## src/rtl/dh_pkg.sv

```systemverilog
// Shared definitions for the Diffie-Hellman datapath: exponentiator FSM states
// and the default operand width.
package dh_pkg;

    localparam int DH_WIDTH = 100;

    typedef enum logic [2:0] {
        IDLE   = 3'd0,
        CHECK  = 3'd1,
        REDUCE = 3'd2,
        MUL    = 3'd3,
        SQR    = 3'd4,
        FIN    = 3'd5
    } state_t;

endpackage

```

## src/rtl/mod_mult_seq.sv

```systemverilog
// Bit-serial interleaved modular multiplier: p = a*b mod m, MSB-first over b.
// One load cycle followed by WIDTH iterations; done pulses with p valid.
module mod_mult_seq
    import dh_pkg::*;
#(
    parameter int WIDTH = DH_WIDTH
) (
    input  logic             clk,
    input  logic             rst,
    input  logic             start,
    input  logic [WIDTH-1:0] a,
    input  logic [WIDTH-1:0] b,
    input  logic [WIDTH-1:0] m,
    output logic             busy,
    output logic             done,
    output logic [WIDTH-1:0] p
);

    localparam int CNT_W = $clog2(WIDTH + 1);

    logic [WIDTH-1:0] a_reg;
    logic [WIDTH-1:0] b_reg;
    logic [WIDTH-1:0] m_reg;
    logic [WIDTH+1:0] t_reg;
    logic [CNT_W-1:0] cnt_reg;
    logic             busy_reg;
    logic             done_reg;
    logic [WIDTH-1:0] p_reg;

    logic [WIDTH+1:0] m_ext;
    logic [WIDTH+1:0] t_dbl;
    logic [WIDTH+1:0] t_sub1;
    logic [WIDTH+1:0] t_sub2;

    // With t < m and a < m, 2t + a < 3m, so two conditional subtracts suffice.
    always_comb begin
        m_ext  = {2'b00, m_reg};
        t_dbl  = (t_reg << 1) + (b_reg[WIDTH-1] ? {2'b00, a_reg} : '0);
        t_sub1 = (t_dbl >= m_ext) ? t_dbl - m_ext : t_dbl;
        t_sub2 = (t_sub1 >= m_ext) ? t_sub1 - m_ext : t_sub1;
    end

    always_ff @(posedge clk) begin
        if (rst) begin
            a_reg    <= '0;
            b_reg    <= '0;
            m_reg    <= '0;
            t_reg    <= '0;
            cnt_reg  <= '0;
            busy_reg <= 1'b0;
            done_reg <= 1'b0;
            p_reg    <= '0;
        end else begin
            done_reg <= 1'b0;
            if (start) begin
                a_reg    <= a;
                b_reg    <= b;
                m_reg    <= m;
                t_reg    <= '0;
                cnt_reg  <= '0;
                busy_reg <= 1'b1;
            end else if (busy_reg) begin
                t_reg   <= t_sub2;
                b_reg   <= b_reg << 1;
                cnt_reg <= cnt_reg + 1'b1;
                if (cnt_reg == CNT_W'(WIDTH - 1)) begin
                    busy_reg <= 1'b0;
                    done_reg <= 1'b1;
                    p_reg    <= t_sub2[WIDTH-1:0];
                end
            end
        end
    end

    assign busy = busy_reg;
    assign done = done_reg;
    assign p    = p_reg;

endmodule

```

## src/rtl/modular_exp_seq.sv

```systemverilog
// Right-to-left square-and-multiply exponentiator: result = base^exponent mod modulus.
// One shared modular multiplier; the next product is launched on the edge the previous one lands.
module modular_exp_seq
    import dh_pkg::*;
#(
    parameter int WIDTH     = DH_WIDTH,
    parameter int EXP_WIDTH = WIDTH + 1
) (
    input  logic                 clk,
    input  logic                 rst,
    input  logic                 start,
    input  logic [WIDTH-1:0]     base,
    input  logic [EXP_WIDTH-1:0] exponent,
    input  logic [WIDTH-1:0]     modulus,
    output logic                 ready,
    output logic                 done,
    output logic                 error,
    output logic [WIDTH-1:0]     result
);

    state_t               state_reg;
    logic [EXP_WIDTH-1:0] e_reg;
    logic [WIDTH-1:0]     base_reg;
    logic [WIDTH-1:0]     m_reg;
    logic [WIDTH-1:0]     r_reg;
    logic [WIDTH-1:0]     acc_reg;
    logic                 err_reg;
    logic                 ready_reg;
    logic                 done_reg;
    logic                 error_reg;
    logic [WIDTH-1:0]     result_reg;

    logic                 mm_start;
    logic [WIDTH-1:0]     mm_a;
    logic [WIDTH-1:0]     mm_b;
    logic                 mm_busy;
    logic                 mm_done;
    logic [WIDTH-1:0]     mm_p;
    logic [EXP_WIDTH-1:0] e_shift;

    // Operand muxing takes a fresh product straight from the multiplier so that
    // back-to-back products need no extra hand-off cycle.
    always_comb begin
        mm_start = 1'b0;
        mm_a     = acc_reg;
        mm_b     = r_reg;
        e_shift  = e_reg >> 1;
        case (state_reg)
            CHECK: begin
                if (m_reg != '0 && e_reg != '0) begin
                    mm_start = 1'b1;
                    mm_a     = WIDTH'(1);
                    mm_b     = base_reg;
                end
            end
            REDUCE, SQR: begin
                if (mm_done) begin
                    mm_start = 1'b1;
                    mm_a     = mm_p;
                    mm_b     = e_reg[0] ? r_reg : mm_p;
                end
            end
            MUL: begin
                if (mm_done && e_shift != '0) begin
                    mm_start = 1'b1;
                    mm_a     = acc_reg;
                    mm_b     = acc_reg;
                end
            end
            default: ;
        endcase
    end

    always_ff @(posedge clk) begin
        if (rst) begin
            state_reg  <= IDLE;
            e_reg      <= '0;
            base_reg   <= '0;
            m_reg      <= '0;
            r_reg      <= '0;
            acc_reg    <= '0;
            err_reg    <= 1'b0;
            ready_reg  <= 1'b1;
            done_reg   <= 1'b0;
            error_reg  <= 1'b0;
            result_reg <= '0;
        end else begin
            done_reg <= 1'b0;
            case (state_reg)
                IDLE: begin
                    if (start && ready_reg) begin
                        base_reg  <= base;
                        e_reg     <= exponent;
                        m_reg     <= modulus;
                        ready_reg <= 1'b0;
                        error_reg <= 1'b0;
                        state_reg <= CHECK;
                    end
                end
                CHECK: begin
                    // r starts at 1 mod m, which is 0 for m==1 (and for the m==0 error case).
                    r_reg   <= (m_reg == '0 || m_reg == WIDTH'(1)) ? '0 : WIDTH'(1);
                    err_reg <= (m_reg == '0);
                    if (m_reg == '0 || e_reg == '0) begin
                        state_reg <= FIN;
                    end else begin
                        state_reg <= REDUCE;
                    end
                end
                REDUCE, SQR: begin
                    if (mm_done) begin
                        acc_reg <= mm_p;
                        if (e_reg[0]) begin
                            state_reg <= MUL;
                        end else begin
                            e_reg     <= e_shift;
                            state_reg <= SQR;
                        end
                    end
                end
                MUL: begin
                    if (mm_done) begin
                        r_reg     <= mm_p;
                        e_reg     <= e_shift;
                        state_reg <= (e_shift == '0) ? FIN : SQR;
                    end
                end
                FIN: begin
                    result_reg <= r_reg;
                    error_reg  <= err_reg;
                    done_reg   <= 1'b1;
                    ready_reg  <= 1'b1;
                    state_reg  <= IDLE;
                end
                default: state_reg <= IDLE;
            endcase
        end
    end

    mod_mult_seq #(
        .WIDTH(WIDTH)
    ) u_mod_mult (
        .clk  (clk),
        .rst  (rst),
        .start(mm_start),
        .a    (mm_a),
        .b    (mm_b),
        .m    (m_reg),
        .busy (mm_busy),
        .done (mm_done),
        .p    (mm_p)
    );

    assign ready  = ready_reg;
    assign done   = done_reg;
    assign error  = error_reg;
    assign result = result_reg;

endmodule

```

## config.mk

```make
export PLATFORM = sky130hd
export DESIGN_NAME = modular_exp_seq
export DESIGN_NICKNAME = d
export VERILOG_FILES = /design/src/rtl/dh_pkg.sv /design/src/rtl/mod_mult_seq.sv /design/src/rtl/modular_exp_seq.sv
export SDC_FILE = /design/constraint.sdc
export NUM_CORES = 2
export LEC_CHECK = 0
export ABC_AREA = 0
export CAP_MARGIN = 30
export CORE_MARGIN = 3
export CORE_UTILIZATION = 45
export CTS_CLUSTER_SIZE = 28
export DETAILED_ROUTE_END_ITERATION = 16
export PLACE_DENSITY_LB_ADDON = 0.1
export SYNTH_ARGS = -nofsm -noshare
export SYNTH_HDL_FRONTEND = slang
export SYNTH_HIERARCHICAL = 1
export SYNTH_SLANG_ARGS = --single-unit
```

## constraint.sdc

```tcl
create_clock -name clk -period 26.8 [get_ports clk]
set_input_delay 6.7 -clock clk [delete_from_list [all_inputs] [get_ports clk]]
set_output_delay 6.7 -clock clk [all_outputs]
set_load 0.005 [all_outputs]
```

# Word-level counts from Yosys, hierarchy flattened
# Index checks and enable logic that the tools add are counted.
# totals
register_bits	1118
input_bits	304
output_inout_bits	103
wordCells	105
# classes
n_addsub	4
order_cmp	2
eq_ne	11
n_mux	40
bitwise_logic	2
reduce_logical	26
# ops
cell	count
two-way mux 100 bit	10
two-way mux 101 bit	5
one-hot mux 100 bit (2 select lines)	2
one-hot mux 101 bit (3 select lines)	1
one-hot mux 100 bit (3 select lines)	1
greater-or-equal comparator 102 x 100 -> 1 bit	2
logical NOT 101 bit	2
nonzero test 101 bit	2
adder 102 x 100 -> 102 bit	1
two-way mux 102 bit	1
subtractor 102 x 100 -> 102 bit	1
subtractor 101 x 100 -> 101 bit	1
== test 100 x 1 -> 1 bit, second input constant	1
logical NOT 100 bit	1
nonzero test 100 bit	1
two-way mux 3 bit	5
one-hot mux 3 bit (4 select lines)	1
two-way mux 1 bit	11
adder 7 x 1 -> 7 bit, second input constant	1
== test 7 bit, second input constant	1
== test 3 x 2 -> 1 bit, second input constant	2
== test 3 bit, second input constant	2
AND reduction 2 bit	3
AND reduction 3 bit	2
15 further kinds	25

# Logic depth before layout (Yosys ltp)
# logic_depth
depth_word	6
mapped_depth	49
mapped_depth_nobuf	41

# Modules after synthesis
# Netlist, hierarchy kept.
# modules_own_cells
module	instances	cells_each	area_per_inst_um2	seq_area_each_um2
mod_mult_seq	1	5594	41812.6	10209.8
modular_exp_seq	1	3255	25682.1	12171.7

# Worst setup path after synthesis
# Ideal clock, no wire load.
# synth_path
path_kind	register -> register
from	register u_mod_mult.b_reg[99]
to	register u_mod_mult.t_reg[28]
setup_ns	0.132
arrival_ns	9.353
t_required_ns	26.668
path_slack_ns	17.315
stages_incl_launch_ff	48
path_buffers	9
period_less_slack_ns	9.485
cell_sequence	dfxtp_1 -> clkbuf_1 -> clkbuf_1 -> and2_1 -> ha_1 -> inv_1 -> fa_1 -> nand2b_1 -> a211oi_1 -> o211ai_1 -> a21oi_1 -> or3b_2 -> nand2b_1 -> o31ai_1 -> a21oi_1 -> xnor2_1 -> inv_1 -> ha_1 -> [12 not listed] -> buf_4 -> mux2_2 -> ha_1 -> clkbuf_1 -> a21oi_1 -> o21ai_0 -> or3_1 -> a31oi_1 -> o31ai_1 -> a211o_1 -> a21o_1 -> o21ai_1 -> a21o_1 -> clkbuf_1 -> clkbuf_1 -> a21oi_1 -> o21ai_0 -> a21oi_1
# synth_between
elab_chain_cells	6
elab_cells_between_ends	8
cone_classes	add/sub: 3; order compare: 2; mux: 3
# synth_rtl
item	line_no	text
start: declaration	mod_mult_seq.sv:22	logic [WIDTH-1:0] b_reg;
start signal: assignment	mod_mult_seq.sv:64	b_reg <= b_reg << 1;
two-way mux 100 bit (*)	mod_mult_seq.sv:38	t_dbl = (t_reg << 1) + (b_reg[WIDTH-1] ? {2'b00, a_reg} : '0);
adder 102 x 100 -> 102 bit (*)	mod_mult_seq.sv:38	
subtractor 102 x 100 -> 102 bit / greater-or-equal comparator 102 x 100 -> 1 bit (equally long branches)	mod_mult_seq.sv:39	t_sub1 = (t_dbl >= m_ext) ? t_dbl - m_ext : t_dbl;
two-way mux 102 bit (*)	mod_mult_seq.sv:39	
subtractor 101 x 100 -> 101 bit / greater-or-equal comparator 102 x 100 -> 1 bit (equally long branches)	mod_mult_seq.sv:40	t_sub2 = (t_sub1 >= m_ext) ? t_sub1 - m_ext : t_sub1;
two-way mux 101 bit (*)	mod_mult_seq.sv:40	
end signal: assignment	mod_mult_seq.sv:63	t_reg <= t_sub2;
end: declaration	mod_mult_seq.sv:24	logic [WIDTH+1:0] t_reg;
# Every way passes the cells marked *; elsewhere a longest branch is shown, timed or not.
# A chain may end at the register's enable or synchronous reset.

# Worst setup path after layout
# layout_path
from	register u_mod_mult.b_reg[99]
to	register u_mod_mult.p_reg[34] (netlist: u_mod_mult/p[34])
# layout_between
elab_chain_cells	6
elab_cells_between_ends	8
cone_classes	add/sub: 3; order compare: 2; mux: 3
# layout_rtl
item	line_no	text
two-way mux 100 bit (*)	mod_mult_seq.sv:38	
adder 102 x 100 -> 102 bit (*)	mod_mult_seq.sv:38	
subtractor 102 x 100 -> 102 bit / greater-or-equal comparator 102 x 100 -> 1 bit (equally long branches)	mod_mult_seq.sv:39	
two-way mux 102 bit (*)	mod_mult_seq.sv:39	
subtractor 101 x 100 -> 101 bit / greater-or-equal comparator 102 x 100 -> 1 bit (equally long branches)	mod_mult_seq.sv:40	
two-way mux 101 bit (*)	mod_mult_seq.sv:40	
end signal: assignment	mod_mult_seq.sv:69	p_reg <= t_sub2[WIDTH-1:0];
end: declaration	mod_mult_seq.sv:28	logic [WIDTH-1:0] p_reg;
# Marked as above.

==> metrics.csv <==
stage,metric,value,unit
critical_path,max incr delay on CP,0.72,ns
routing,Detailed Route WL,262800,um
critical_path,crit path kind,register to register,
placement,global placer's final weighted congestion,0.9775,
sta,RSZ-0062 raised after global routing,false,
floorplan,initial core utilization,0.4549,
yosys,Ys Warns,6,
finish,P&R area growth vs syn,13.61,%
routing,DR vias,65650,
yosys,"top cells by area, synth","dfxtp_1 (33%), a21oi_1 (8.1%), nand2_1 (7.1%)",
sta,Setup Skew,0.05615,ns
critical_path,crit end category,register,
grt,first-pass GRT wire length,386400,um
sta,Final setup violation count,0,
finish,ratio of cells with drive above 1 in the final layout,0.04643,
clocking,Longest Clk Path Bufs,3,
yosys,Synth cell types,110,
sta,Fin. Hold Viols,0,
critical_path,"Data arrival, critical path",15.61,ns
sta,setup TNS,0,ns
yosys,Gate Count Post-Synth,8849,
floorplan,I/O pin total,407,
clocking,Clock transition at path regs,0.06,ns
placement,Detailed Place HPWL,197200,um
critical_path,"Largest delay share family, worst path",simple AND/OR/NAND/NOR gates,
sta,Slew Limit Fails,0,
clocking,setup bufs post-CTS,0,
critical_path,Crit path top cell by count,buf_4,
floorplan,Die Area,154700,um^2
finish,Filler cells,14670,
hold_path,Min-Delay Path Class,register to register,
critical_path,CP max stage cell,buf_4,
yosys,dominant cell type by area after synthesis,dfxtp_1,
routing,DRT Pass-1 Iters,10,
clocking,H-tree levels,3,
sta,Worst slew margin,0.2917,
yosys,Synth Flop Type,dfxtp_1,
yosys,ys async rst share,0,
sta,Hold Slack,0.4563,ns
clocking,CTS root buf,clkbuf_16,
clocking,"Clk Latency, worst-skew pair",0.78,ns
clocking,Sink Count,1118,
grt,largest net degree at the start of global routing,157,
placement,# placed instances,10670,
yosys,Synth Net Count,9456,
floorplan,Die Y-Extent,393.3,um
yosys,"EDFF count, synth",0,
yosys,"Seq/Total Area, Yosys",0.3316,
clocking,Inserted Clock Buffers,119,
routing,Remaining DRCs,0,
finish,fin util,0.5168,
finish,Finished Layout Cells,10910,
sta,Least-Margin Pin Slew,1.053,ns
critical_path,required time of the critical path,27.47,ns
routing,wire per inst,24.10,um
grt,grt ovf,0,
yosys,area of the mapped netlist,67490,um^2
yosys,register bit count reported by yosys,1118,
placement,# port buffers,406,
sta,f_max,66.94,MHz
routing,number of DRC markers in iteration 0,5510,
grt,number of global-route vias before repair,61960,
routing,Via density,6.020,
status,status,completed,
job,max-cap violation count,0,
routing,Routed Antenna Nets,0,
critical_path,Worst Setup Start Kind,register,
yosys,Yosys top cell area share,0.3316,
yosys,Syn Area/Cell,7.627,um^2
critical_path,CP bufs+invs,8,
finish,"Net count, final",9407,
sta,period utilisation layout,0.5574,
grt,initial antenna violation count,7,
clocking,CTS tree,done,
clocking,post-CTS resize count,0,
sta,Tmin final,14.94,ns
floorplan,Die W,393.3,um
grt,Total GRT Usage,0.3251,
floorplan,core box area,148400,um^2
floorplan,row cnt,141,
critical_path,Crit Path Max Fanout,74,
clocking,cts hold-fix bufs,0,
## cells by family (layout without fill, tap and decap cells)
kind of cell / after synthesis / after routing / share of synthesized area
XOR/XNOR: 284 / 284 / 0.03706
adder cells (fa/ha/maj): 303 / 303 / 0.05650
buffers and inverters: 975 / 1022 / 0.05780
flip-flops: 1118 / 1118 / 0.3316
other: 0 / 7 / 0
AND/OR/NAND/NOR: 3106 / 3106 / 0.2058
AO/OA/AOI/OAI: 2663 / 2663 / 0.2501
multiplexers: 400 / 400 / 0.06114
## stage by stage
stage | setup WS [ns] | instance area, um^2
3_5_place_dp | 12.21 | 72250
5_1_grt | 11.13 | 76670
4_1_cts | 12.03 | 76480
6_report | 11.86 | 76680
3_3_place_gp | 11.88 | 72120
2_1_floorplan | 17.31 | 67490
## tightest hold or removal path, stage by stage, from the launching register on
cell and delay [ns]:
dfxtp_1 0.31, nand2_1 0.05, a21oi_1 0.05
## layer usage
layer	share of wire	routed length (um)	GRT usage	up-vias
met5	0.000080	21	0	-
met4	0.064	16810	0.1813	4
met3	0.051	13470	0.04265	564
met2	0.49	129200	0.5700	2052
met1	0.39	103200	0.3818	31420
li1	-	-	-	31610
## cell type report
cell class,instances,area (um^2),area share
Clock buffer,173,3543,0.04621
Clock inverter,44,684.4,0.008925
Multi-Input combinational cell,6756,41400,0.5399
Tap cell,2002,2505,0.03267
Antenna cell,7,17.52,0.0002284
Sequential cell,1118,22390,0.2919
Timing Repair Buffer,507,5025,0.06553
Inverter,298,1119,0.01459
## synthesized netlist by cell type (62+ instances only)
| master | instances |
|---|---|
| a221oi_1 | 117 |
| nor4_1 | 79 |
| nand4_1 | 135 |
| o21ai_0 | 389 |
| xor2_1 | 124 |
| mux2i_1 | 317 |
| o211ai_1 | 84 |
| nor2_1 | 777 |
| a222oi_1 | 100 |
| and2_1 | 121 |
| a21o_1 | 145 |
| o21ai_1 | 126 |
| or3_1 | 77 |
| ha_1 | 300 |
| dfxtp_1 | 1118 |
| a22o_1 | 199 |
| clkbuf_1 | 544 |
| a21oi_1 | 1095 |
| nand3_1 | 246 |
| xnor2_1 | 159 |
| o21bai_1 | 62 |
| nor3_1 | 194 |
| nand2_1 | 1283 |
| inv_1 | 297 |
## cell usage in the layout, fill, tap and decap left out, types with 47 or more instances in the layout
cell type | netlist | routed
xnor2_1 | 159 | 159
clkdlybuf4s50_1 | 0 | 405
nand2_1 | 1283 | 1281
o21bai_1 | 62 | 62
o21ai_1 | 126 | 125
a221oi_1 | 117 | 117
buf_4 | 8 | 81
xor2_1 | 124 | 124
nor3_1 | 194 | 190
and2_1 | 121 | 121
inv_1 | 297 | 297
a22o_1 | 199 | 199
or3_1 | 77 | 75
o21a_1 | 47 | 47
clkbuf_16 | 0 | 121
mux2_1 | 54 | 54
mux2i_1 | 317 | 317
and3_1 | 49 | 49
a21oi_1 | 1095 | 1091
o21ai_0 | 389 | 389
a222oi_1 | 100 | 100
nand4_1 | 135 | 135
nor2_1 | 777 | 772
ha_1 | 300 | 300
o211ai_1 | 84 | 84
a21o_1 | 145 | 143
nor4_1 | 79 | 78
dfxtp_1 | 1118 | 1116
nand3_1 | 246 | 245
## path summary, 6_finish.rpt
check	from	end	cells past startpoint	slack, ns
setup reg to reg	u_mod_mult/b_reg[99]$_SDFFE_PP0P_	u_mod_mult/p[34]$_SDFFE_PP0P_	45	11.86
hold / removal	base_reg[31]$_SDFFE_PP0P_	base_reg[31]$_SDFFE_PP0P_	2	0.46
hold reg to reg	base_reg[31]$_SDFFE_PP0P_	base_reg[31]$_SDFFE_PP0P_	2	0.46
setup / recovery	u_mod_mult/b_reg[99]$_SDFFE_PP0P_	u_mod_mult/p[34]$_SDFFE_PP0P_	45	11.86
Power is left out: the tool's default activity adds up to more than one toggle a clock period on the data nets, which glitch-free logic cannot reach.
